===== src/rtl/lenet_pkg.sv =====
// Shared constants, state encoding and helpers for the LeNet layer sequencer.
package lenet_pkg;

   localparam int unsigned N_LAYERS_DEF  = 6;
   localparam int unsigned TO_CYCLES_DEF = 1048575;
   localparam int unsigned IDX_W         = 3;
   localparam int unsigned TC_W          = 32;
   localparam int unsigned WD_W          = 32;

   typedef enum logic [1:0] {
      ST_IDLE = 2'd0,
      ST_RUN  = 2'd1,
      ST_GAP  = 2'd2,
      ST_ERR  = 2'd3
   } sched_state_e;

   // Saturating increment for the cycle counter.
   function automatic logic [TC_W-1:0] sat_inc(input logic [TC_W-1:0] v);
      return (v == '1) ? v : v + TC_W'(1);
   endfunction

endpackage


===== src/rtl/layer_sched_if.sv =====
// Control/status bundle between the inference host and the layer sequencer.
interface layer_sched_if #(
   parameter int unsigned N_LAYERS = lenet_pkg::N_LAYERS_DEF
);
   import lenet_pkg::*;

   logic                start;
   logic                abort;
   logic [N_LAYERS-1:0] layer_finish;
   logic [N_LAYERS-1:0] layer_en;
   logic [IDX_W-1:0]    layer_idx;
   logic                busy;
   logic                done;
   logic                err;
   logic [TC_W-1:0]     total_cycles;

   modport master (
      output start, abort, layer_finish,
      input  layer_en, layer_idx, busy, done, err, total_cycles
   );

   modport slave (
      input  start, abort, layer_finish,
      output layer_en, layer_idx, busy, done, err, total_cycles
   );

endinterface


===== src/rtl/layer_watchdog.sv =====
// Per-layer watchdog: counts enabled cycles, flags expiry at TO_CYCLES-1.
module layer_watchdog
   import lenet_pkg::*;
#(
   parameter int unsigned TO_CYCLES = TO_CYCLES_DEF
) (
   input  logic clk,
   input  logic rst,
   input  logic clr_i,
   input  logic cnt_en_i,
   output logic expire_c
);

   logic [WD_W-1:0] count_q, count_d;

   always_comb begin
      count_d = count_q;
      if (clr_i) begin
         count_d = '0;
      end else if (cnt_en_i) begin
         count_d = count_q + WD_W'(1);
      end
   end

   always_ff @(posedge clk) begin
      if (rst) begin
         count_q <= '0;
      end else begin
         count_q <= count_d;
      end
   end

   assign expire_c = cnt_en_i && !clr_i && (count_q == WD_W'(TO_CYCLES - 32'd1));

endmodule


===== src/rtl/layer_sched.sv =====
// Sequences the network layers one at a time with a one-cycle enable gap,
// a per-layer watchdog, abort and a saturating run-length counter.
module layer_sched
   import lenet_pkg::*;
#(
   parameter int unsigned N_LAYERS  = N_LAYERS_DEF,
   parameter int unsigned TO_CYCLES = TO_CYCLES_DEF
) (
   input  logic          clk,
   input  logic          rst,
   layer_sched_if.slave  bus
);

   localparam logic [N_LAYERS-1:0] EN_ONE   = N_LAYERS'(1);
   localparam logic [IDX_W-1:0]    IDX_LAST = IDX_W'(N_LAYERS - 1);

   sched_state_e        state_q, state_d;
   logic [N_LAYERS-1:0] layer_en_q, layer_en_d;
   logic [IDX_W-1:0]    layer_idx_q, layer_idx_d;
   logic                busy_q, busy_d;
   logic                done_q, done_d;
   logic                err_q, err_d;
   logic [TC_W-1:0]     total_q, total_d;

   logic                finish_cur_c;
   logic                wd_clr_c;
   logic                wd_en_c;
   logic                wd_expire_c;
   logic [IDX_W-1:0]    idx_nxt_c;

   assign finish_cur_c = bus.layer_finish[layer_idx_q];
   assign idx_nxt_c    = layer_idx_q + IDX_W'(1);

   // Watchdog only runs in RUN; any other state holds it cleared so each entry starts at zero.
   assign wd_clr_c = (state_q != ST_RUN);
   assign wd_en_c  = (state_q == ST_RUN);

   layer_watchdog #(
      .TO_CYCLES (TO_CYCLES)
   ) u_watchdog (
      .clk      (clk),
      .rst      (rst),
      .clr_i    (wd_clr_c),
      .cnt_en_i (wd_en_c),
      .expire_c (wd_expire_c)
   );

   always_comb begin
      state_d     = state_q;
      layer_en_d  = layer_en_q;
      layer_idx_d = layer_idx_q;
      busy_d      = busy_q;
      done_d      = 1'b0;
      err_d       = err_q;
      total_d     = total_q;

      if (state_q == ST_RUN || state_q == ST_GAP) begin
         total_d = sat_inc(total_q);
      end

      unique case (state_q)
         ST_IDLE, ST_ERR: begin
            if (bus.start) begin
               state_d     = ST_RUN;
               layer_idx_d = '0;
               layer_en_d  = EN_ONE;
               busy_d      = 1'b1;
               err_d       = 1'b0;
               total_d     = '0;
            end
         end
         ST_RUN: begin
            // Priority: abort, then finish of the current layer, then watchdog.
            if (bus.abort) begin
               state_d    = ST_IDLE;
               layer_en_d = '0;
               busy_d     = 1'b0;
            end else if (finish_cur_c) begin
               layer_en_d = '0;
               if (layer_idx_q == IDX_LAST) begin
                  state_d = ST_IDLE;
                  busy_d  = 1'b0;
                  done_d  = 1'b1;
               end else begin
                  state_d = ST_GAP;
               end
            end else if (wd_expire_c) begin
               state_d    = ST_ERR;
               layer_en_d = '0;
               busy_d     = 1'b0;
               err_d      = 1'b1;
            end
         end
         ST_GAP: begin
            if (bus.abort) begin
               state_d    = ST_IDLE;
               layer_en_d = '0;
               busy_d     = 1'b0;
            end else begin
               state_d     = ST_RUN;
               layer_idx_d = idx_nxt_c;
               layer_en_d  = EN_ONE << idx_nxt_c;
            end
         end
         default: begin
            state_d = ST_IDLE;
         end
      endcase
   end

   always_ff @(posedge clk) begin
      if (rst) begin
         state_q     <= ST_IDLE;
         layer_en_q  <= '0;
         layer_idx_q <= '0;
         busy_q      <= 1'b0;
         done_q      <= 1'b0;
         err_q       <= 1'b0;
         total_q     <= '0;
      end else begin
         state_q     <= state_d;
         layer_en_q  <= layer_en_d;
         layer_idx_q <= layer_idx_d;
         busy_q      <= busy_d;
         done_q      <= done_d;
         err_q       <= err_d;
         total_q     <= total_d;
      end
   end

   assign bus.layer_en     = layer_en_q;
   assign bus.layer_idx    = layer_idx_q;
   assign bus.busy         = busy_q;
   assign bus.done         = done_q;
   assign bus.err          = err_q;
   assign bus.total_cycles = total_q;

endmodule


===== src/flat_wrapper.sv =====
// flat-port wrapper written by rule: the top's interface ports become plain ports
module layer_sched_flat import lenet_pkg::*;
#(
   parameter int unsigned N_LAYERS  = N_LAYERS_DEF,
   parameter int unsigned TO_CYCLES = TO_CYCLES_DEF
)
  (clk, rst, bus_start, bus_abort, bus_layer_finish, bus_layer_en, bus_layer_idx, bus_busy, bus_done, bus_err, bus_total_cycles);
  layer_sched_if #(.N_LAYERS(N_LAYERS)) bus_i ();
  input  logic clk;
  input  logic rst;
  input wire logic [$bits(bus_i.start)-1:0] bus_start;
  input wire logic [$bits(bus_i.abort)-1:0] bus_abort;
  input wire logic [$bits(bus_i.layer_finish)-1:0] bus_layer_finish;
  output wire logic [$bits(bus_i.layer_en)-1:0] bus_layer_en;
  output wire logic [$bits(bus_i.layer_idx)-1:0] bus_layer_idx;
  output wire logic [$bits(bus_i.busy)-1:0] bus_busy;
  output wire logic [$bits(bus_i.done)-1:0] bus_done;
  output wire logic [$bits(bus_i.err)-1:0] bus_err;
  output wire logic [$bits(bus_i.total_cycles)-1:0] bus_total_cycles;
  assign bus_i.start = bus_start;
  assign bus_i.abort = bus_abort;
  assign bus_i.layer_finish = bus_layer_finish;
  assign bus_layer_en = bus_i.layer_en;
  assign bus_layer_idx = bus_i.layer_idx;
  assign bus_busy = bus_i.busy;
  assign bus_done = bus_i.done;
  assign bus_err = bus_i.err;
  assign bus_total_cycles = bus_i.total_cycles;
  layer_sched #(.N_LAYERS(N_LAYERS), .TO_CYCLES(TO_CYCLES)) u_core (.clk(clk), .rst(rst), .bus(bus_i));
endmodule

===== config.mk =====
export PLATFORM = sky130hd
export DESIGN_NAME = layer_sched_flat
export DESIGN_NICKNAME = d
export VERILOG_FILES = /design/src/rtl/lenet_pkg.sv /design/src/rtl/layer_sched_if.sv /design/src/rtl/layer_watchdog.sv /design/src/rtl/layer_sched.sv /design/src/flat_wrapper.sv
export SDC_FILE = /design/constraint.sdc
export NUM_CORES = 1
export LEC_CHECK = 0
export CAP_MARGIN = 20
export CORE_MARGIN = 4
export CORE_UTILIZATION = 41
export CTS_BUF_LIST = sky130_fd_sc_hd__clkbuf_4 sky130_fd_sc_hd__clkbuf_8 sky130_fd_sc_hd__clkbuf_16
export CTS_CLUSTER_SIZE = 14
export DETAILED_ROUTE_END_ITERATION = 16
export PLACE_DENSITY = 0.66
export SLEW_MARGIN = 10
export SYNTH_ARGS = -nofsm -noshare
export SYNTH_HDL_FRONTEND = slang
export SYNTH_SLANG_ARGS = --single-unit

===== constraint.sdc =====
create_clock -name clk -period 2.9 [get_ports clk]
set_input_delay 0.29 -clock clk [delete_from_list [all_inputs] [get_ports clk]]
set_output_delay 0.29 -clock clk [all_outputs]
set_load 0.02 [all_outputs]

==> results by group, run 1 <==
Routing
  • Vias: 3104
  • Vias/cell: 5.156
  • Met3 Wirelength: 385 um
  • 1st-pass router iterations: 4
  • Met1 Wirelength: 3.825 mm
  • Routed wl met2: 3.649 mm
  • Initial drt markers: 116
  • # DRC: 0
  • Drt total wl: 7.906 mm
  • Wirelength per Cell: 13.13 um
  • Post-DRT Antenna Nets: 0
  • Max layer used: met4

Final layout
  • Non-Filler Instances: 602
  • Layout area overhead: 24.51%
  • Finished Core Util: 0.5247
  • Fillcell total: 830
  • Fin nets: 511
  • # diodes: 0
  • Share of layout cells above drive strength 1: 0.06680

Place
  • Detailed placer's ending HPWL: 5.631 mm
  • Placed cells: 587
  • Routability-driven placement congestion ratio: 0.8459
  • Port Buffers: 53

Timing
  • Fin. Hold Viols: 0
  • Min Tclk post-route: 2.474 ns
  • RSZ-0062 raised after global routing: no
  • Slew Viols, Final: 0
  • Final setup viols: 0
  • Post-Route Skew: 0.006924 ns
  • Achievable Freq: 404.2 MHz
  • Period utilization: 0.8531
  • Hold WS: 0.4510 ns
  • Setup Total Neg Slack: 0 ns
  • Slew HR: 0.5155
  • Actual slew at the worst max-slew pin: 0.7202 ns

CTS
  • Post-cts repair resize count: 0
  • CTS tree: built
  • Longest Clk Path Bufs: 2
  • # clock sinks: 78
  • Reg clk slew, reported paths: 0.08 ns
  • Setup Buffers After CTS: 0
  • TritonCTS buffer count: 9
  • Clock insertion delay at the later pin of the skew report: 0.34 ns
  • H-tree depth: 3
  • Root buf cell: clkbuf_8
  • Hold-fix buffer count after cts: 0

Worst hold path
  • Min-delay src: u_core.bus.layer_en[1]
  • Hold/Removal Path Class: flop to flop

Pwr
  • Leakage power: 1.503 nW
  • Max IR drop VDD: 246.8 uV
  • P per Cell Area: 481.8 nW/um2
  • Power, Total: 2.204 mW

Worst setup path
  • R2R Setup Slk: 0.43 ns
  • Critical path required time: 3.16 ns
  • Critical Path Start Type: flop
  • Reg2reg start: u_core.bus.total_cycles[0]
  • Critical path peak fanout: 8
  • Setup CP Type: flop to flop
  • CP startpoint: u_core.bus.total_cycles[0]
  • CP Capture Type: flop
  • CP Data Arrival Time: 2.74 ns

Floorplanning
  • Initial core utilization: 0.4214
  • Die Ht: 102.7 um
  • Die width: 102.7 um
  • Die area: 10540 um2
  • # rows: 34
  • Core area: 8721 um2
  • Boundary pin count: 54

Logic synthesis
  • YS warnings: 0
  • Syn_nets: 452
  • Largest area contributor in the netlist: dfxtp_1
  • Cells after Synth: 431
  • Part of the Yosys area used for sequential elements: 0.4249
  • Synth area leaders: dfxtp_1, xor2_1, nor2_1
  • Most common flop cell mapped by yosys: dfxtp_1
  • Mean post-synth cell area: 8.526 um2
  • Synth top cells by count: dfxtp_1, nor2_1, nand2_1
  • FF+latch count, synth: 78
  • Syn Std Cell Area: 3675 um2
  • Post-synth top area share: 0.4249
  • Top-count cell post-synth: dfxtp_1
  • Netlist cell types: 41
  • Async S/R FF share, synth: 0
  • Post-synth EDFFs: 0

Global routing
  • First-pass GRT wire length: 13.37 mm
  • Largest net degree at the start of global routing: 34
  • Initial antenna violation count: 0
  • Total Routing Usage GR: 0.1563
  • GRT overflow: 0
  • Vias in the first global route: 2995

Outcome
  • Status: finished clean

Run
  • Max Cap Viol: 0
==> area by class of cell <==
class | instances | area, um2 | area share
Tap cell | 108 | 135.1 | 0.02953
Timing Repair Buffer | 61 | 590.6 | 0.1291
Sequential cell | 78 | 1562 | 0.3413
Inverter | 11 | 41.29 | 0.009024
Multi-Input combinational cell | 329 | 2021 | 0.4416
Clock buffer | 12 | 158.9 | 0.03473
Clock inverter | 3 | 67.56 | 0.01477
==> worst max-delay path: stages, from the launching register on <==
cell,delay (ns)
dfxtp_1,0.48
ha_1,0.27
nand4_1,0.18
nor4_1,0.51
o211ai_1,0.38
or3_1,0.43
a21oi_1,0.15
==> metrics by stage <==
stage / setup WS, ns / cell area, um2
finish: 0.4261 / 4576
global route: 0.1332 / 4576
floorplan: 0.3982 / 3675
CTS: 0.4139 / 4576
global placement: 0.4386 / 4349
detailed placement: 0.3858 / 4349
==> registers in the layout, indices dropped and copies added, names as in the netlist <==
signal,count
u_core.bus.busy,1
u_core.bus.done,1
u_core.bus.err,1
u_core.bus.layer_en,6
u_core.bus.layer_idx,3
u_core.bus.total_cycles,32
u_core.state_q,2
u_core.u_watchdog.count_q,32
==> layer usage <==
layer / vias up / GRT usage
met3: 4 / 0.05210
li1: 1610 / -
met1: 1427 / 0.2054
met4: 0 / 0.03532
met2: 63 / 0.2502
met5: - / 0
==> final timing paths <==
check / to / cells after the start
min reg2reg: u_core.bus.layer_en[1] / 2
min: u_core.bus.layer_en[1] / 2
max reg2reg: u_core.bus.total_cycles[30] / 6
max: u_core.bus.total_cycles[30] / 6
==> logic make-up (layout without fill, tap and decap cells) <==
kind of cell | after synthesis | after routing | share of synthesized area
adder cells (fa/ha/maj) | 11 | 11 | 0.03745
multiplexers | 4 | 4 | 0.01430
flip-flops | 78 | 78 | 0.4249
AO/OA/AOI/OAI | 41 | 41 | 0.06299
XOR/XNOR | 53 | 53 | 0.1263
buffers and inverters | 24 | 87 | 0.02520
AND/OR/NAND/NOR | 220 | 220 | 0.3088
==> power by group <==
| group | switching [mW] | internal [mW] |
|---|---|---|
| Combinational | 0.124 | 0.0733 |
| Sequential | 0.0123 | 1.08 |
| Clock | 0.375 | 0.537 |
| Total | 0.510 | 1.69 |
==> layout by cell type, fill, tap and decap left out, types with 2 or more instances in the layout <==
cell / synthesis / layout
a21oi_1: 19 / 19
and2_1: 4 / 4
and3_1: 9 / 9
and4_1: 7 / 7
buf_4: 0 / 8
bufinv_16: 0 / 2
clkbuf_8: 0 / 11
clkdlybuf4s50_1: 0 / 53
dfxtp_1: 78 / 78
ha_1: 11 / 11
inv_1: 11 / 11
mux2i_1: 3 / 3
nand2_1: 34 / 34
nand2b_1: 2 / 2
nand3_1: 26 / 26
nand4_1: 25 / 25
nor2_1: 67 / 67
nor2b_1: 4 / 4
nor3_1: 10 / 10
nor3b_1: 3 / 3
nor4_1: 9 / 9
o211ai_1: 2 / 2
o21ai_0: 13 / 13
or2_2: 3 / 3
or3_1: 9 / 9
xnor2_1: 20 / 20
xor2_1: 33 / 33
No activity file was read; power rests on OpenSTA's default activity.
==> run 2: changes to the inputs <==
--- a/config.mk
+++ b/config.mk
@@ -5,13 +5,13 @@
 export SDC_FILE = /design/constraint.sdc
 export NUM_CORES = 1
 export LEC_CHECK = 0
+export ABC_AREA = 1
 export CAP_MARGIN = 20
 export CORE_MARGIN = 4
 export CORE_UTILIZATION = 41
 export CTS_BUF_LIST = sky130_fd_sc_hd__clkbuf_4 sky130_fd_sc_hd__clkbuf_8 sky130_fd_sc_hd__clkbuf_16
 export CTS_CLUSTER_SIZE = 14
 export DETAILED_ROUTE_END_ITERATION = 16
-export PLACE_DENSITY = 0.66
 export SLEW_MARGIN = 10
 export SYNTH_ARGS = -nofsm -noshare
 export SYNTH_HDL_FRONTEND = slang
==> run 2 against run 1 <==
Against the previous run:
- total power up 47%
- critical endpoint is now u_core.bus.layer_idx[2]
- critical path type unchanged
- clock skew is 0.00084 ns lower
- worst setup slack better by 0.25 ns
- via count is 47% higher
- non-clock buffer count decreased by 4
- global-route usage increased by 3.7 points
- die area up 22%
- area after synthesis rose by 24%
==> results by group, run 2 <==
Logic synthesis
  • Post-synth top area share: 0.3432 (was 0.4249)
  • Mean post-synth cell area: 6.435 um2 (was 8.526 um2)
  • Async S/R FF share, synth: 0 (unchanged)
  • FF+latch count, synth: 78 (unchanged)
  • Post-synth EDFFs: 0 (unchanged)
  • Netlist cell types: 38 (was 41)
  • Most common flop cell mapped by yosys: dfxtp_1 (unchanged)
  • Syn Std Cell Area: 4549 um2 (was 3675 um2)
  • Top-count cell post-synth: nand2_1 (was dfxtp_1)
  • Synth top cells by count: nand2_1, nor2_1, inv_1 (was dfxtp_1, nor2_1, nand2_1)
  • Part of the Yosys area used for sequential elements: 0.3432 (was 0.4249)
  • Syn_nets: 728 (was 452)
  • Largest area contributor in the netlist: dfxtp_1 (unchanged)
  • Synth area leaders: dfxtp_1, nand2_1, nor2_1 (was dfxtp_1, xor2_1, nor2_1)
  • YS warnings: 0 (unchanged)
  • Cells after Synth: 707 (was 431)

CTS
  • Hold-fix buffer count after cts: 0 (unchanged)
  • # clock sinks: 78 (unchanged)
  • Post-cts repair resize count: 0 (unchanged)
  • CTS tree: built (unchanged)
  • Reg clk slew, reported paths: 0.08 ns (about the same)
  • Clock insertion delay at the later pin of the skew report: 0.36 ns (was 0.34 ns)
  • TritonCTS buffer count: 9 (unchanged)
  • H-tree depth: 3 (unchanged)
  • Longest Clk Path Bufs: 2 (unchanged)
  • Root buf cell: clkbuf_8 (unchanged)
  • Setup Buffers After CTS: 0 (unchanged)

Routing
  • Drt total wl: 11.86 mm (was 7.906 mm)
  • Initial drt markers: 344 (was 116)
  • Vias/cell: 5.032 (was 5.156)
  • Vias: 4569 (was 3104)
  • # DRC: 0 (unchanged)
  • Post-DRT Antenna Nets: 0 (unchanged)
  • 1st-pass router iterations: 5 (was 4)
  • Wirelength per Cell: 13.06 um (was 13.13 um)

Worst setup path
  • CP Cell Sequence: inv_1 -> ha_1 -> inv_2 -> nor2_1 -> inv_1 -> o21ai_0 -> a21oi_1 -> a211oi_1 (was ha_1 -> nand4_1 -> nor4_1 -> o211ai_1 -> or3_1 -> a21oi_1)
  • Largest stage delay on the critical path: 0.55 ns (was 0.51 ns)
  • Setup CP Type: flop to flop (unchanged)
  • CP Capture Type: flop (unchanged)
  • Critical path peak fanout: 19 (was 8)
  • CP max stage cell: ha_1 (was nor4_1)
  • Critical path required time: 3.18 ns (was 3.16 ns)
  • CP Data Arrival Time: 2.51 ns (was 2.74 ns)
  • Crit path top cell by count: inv_1
  • Critical Path Start Type: flop (unchanged)

Place
  • Port Buffers: 53 (unchanged)
  • Placed Area: 5230 um2 (was 4349 um2)
  • Detailed placer's ending HPWL: 9.017 mm (was 5.631 mm)
  • DP Worst Slack: 0.6917 ns (was 0.3858 ns)
  • Routability-driven placement congestion ratio: 0.9537 (was 0.8459)

Final layout
  • Finished Cell Area: 5426 um2 (was 4576 um2)
  • Highest-count cells in the layout ignoring fill and taps: nand2_1, nor2_1, inv_1 (was dfxtp_1, nor2_1, clkdlybuf4s50_1)
  • Layout area overhead: 19.28% (was 24.51%)
  • Share of layout cells above drive strength 1: 0.05599 (was 0.06680)
  • Most common cell after layout, fill and taps aside: nand2_1 (was dfxtp_1)
  • # diodes: 0 (unchanged)
  • Register area: 1562 um2 (unchanged)
  • Fin nets: 786 (was 511)
  • Fillcell total: 1145 (was 830)
  • Multi-input logic area: 2517 um2 (was 2021 um2)

Global routing
  • Total Routing Usage GR: 0.1937 (was 0.1563)
  • Vias in the first global route: 4386 (was 2995)
  • GRT overflow: 0 (unchanged)
  • Largest net degree at the start of global routing: 20 (was 34)
  • Initial antenna violation count: 0 (unchanged)
  • First-pass GRT wire length: 20.47 mm (was 13.37 mm)

Pwr
  • Max IR drop VDD: 432.9 uV (was 246.8 uV)
  • Power, Total: 3.234 mW (was 2.204 mW)
  • P per Cell Area: 596.0 nW/um2 (was 481.8 nW/um2)
  • Leakage power: 2.156 nW (was 1.503 nW)

Run
  • Max Cap Viol: 0 (unchanged)

Timing
  • RSZ-0062 raised after global routing: no (unchanged)
  • Post-Route Skew: 0.006082 ns (was 0.006924 ns)
  • Setup Total Neg Slack: 0 ns (unchanged)
  • Achievable Freq: 448.7 MHz (was 404.2 MHz)
  • Setup ws final: 0.6712 ns (was 0.4261 ns)
  • Actual slew at the worst max-slew pin: 0.5550 ns (was 0.7202 ns)
  • Period utilization: 0.7685 (was 0.8531)
  • Min Tclk post-route: 2.229 ns (was 2.474 ns)
  • Slew Viols, Final: 0 (unchanged)
  • Fin. Hold Viols: 0 (unchanged)
  • Final setup viols: 0 (unchanged)
  • Slew HR: 0.6261 (was 0.5155)

Worst hold path
  • Hold/Removal Path Class: flop to flop (unchanged)

Floorplanning
  • Die Ht: 113.3 um (was 102.7 um)
  • Die width: 113.3 um (was 102.7 um)
  • # rows: 38 (was 34)
  • Core area: 10840 um2 (was 8721 um2)
  • Initial core utilization: 0.4197 (was 0.4214)
  • Die area: 12840 um2 (was 10540 um2)
  • Boundary pin count: 54 (unchanged)

Outcome
  • Status: finished clean (unchanged)
## run 2: changes by cell type after synthesis, sizes merged, moves of 16 or more
cell and change:
nor2 +50, inv +98, a21oi +20, o21ai +22, xor2 -24, nand2 +121
nor3 +26, xnor2 -16, nand3 +37
## run 2: cell type report
class,count,share of cell area
clock buffers,13,0.03067
clock inverters,1,0.005534
inverters,110,0.07655
multi-input cells,509,0.4639
flip-flops and latches,78,0.2878
well taps,140,0.03228
repair buffers,57,0.1033
## run 2: path summary, 6_finish.rpt
path                                      from                            to  slack, ns  cells after the start
setup / recovery             u_core.state_q[0]       u_core.bus.layer_idx[2]       0.67                      8
hold / removal    u_core.u_watchdog.count_q[0]  u_core.u_watchdog.count_q[0]       0.47                      1
setup reg to reg             u_core.state_q[0]       u_core.bus.layer_idx[2]       0.67                      8
hold reg to reg   u_core.u_watchdog.count_q[0]  u_core.u_watchdog.count_q[0]       0.47                      1
## run 2: logic make-up after synthesis
family	Yosys count	share of synthesized area
buffers and inverters	120	0.1034
AOI/OAI and AO/OA	82	0.09378
DFF	78	0.3432
adders and majority gates	11	0.03025
xor gates and xnor gates	13	0.02503
and+or+nand+nor	403	0.4043
## run 2: per-stage QoR
stage,hold slack [ns],cells,util
3_5_place_dp,0.4658,894,0.4825
6_report,0.4738,908,0.5006
5_1_grt,0.5055,908,0.5006
3_3_place_gp,0.4495,894,0.4825
4_1_cts,0.4834,908,0.5006
2_1_floorplan,0.3685,707,-
## run 2: report_power, final
part / total (mW) / internal, mW / switching, mW
sequential: 1.25 / 1.16 / 0.0866
clock: 0.847 / 0.455 / 0.392
combinational: 1.14 / 0.380 / 0.757
## run 2: routing by layer
metal	wire length, um	GRT usage	vias to the layer above
met4	153	0.05609	0
li1	-	-	2391
met5	0	0	-
met2	5517	0.3211	112
met1	5555	0.2503	2054
met3	628	0.04759	12
## run 2: critical path, delay by kind of cell (launching register included)
kind	cells	cell delay, ns
buffers and inverters	3	0.44
adders and majority gates	1	0.55
AOI/OAI and AO/OA	3	0.50
and+or+nand+nor	1	0.31
DFF	1	0.34
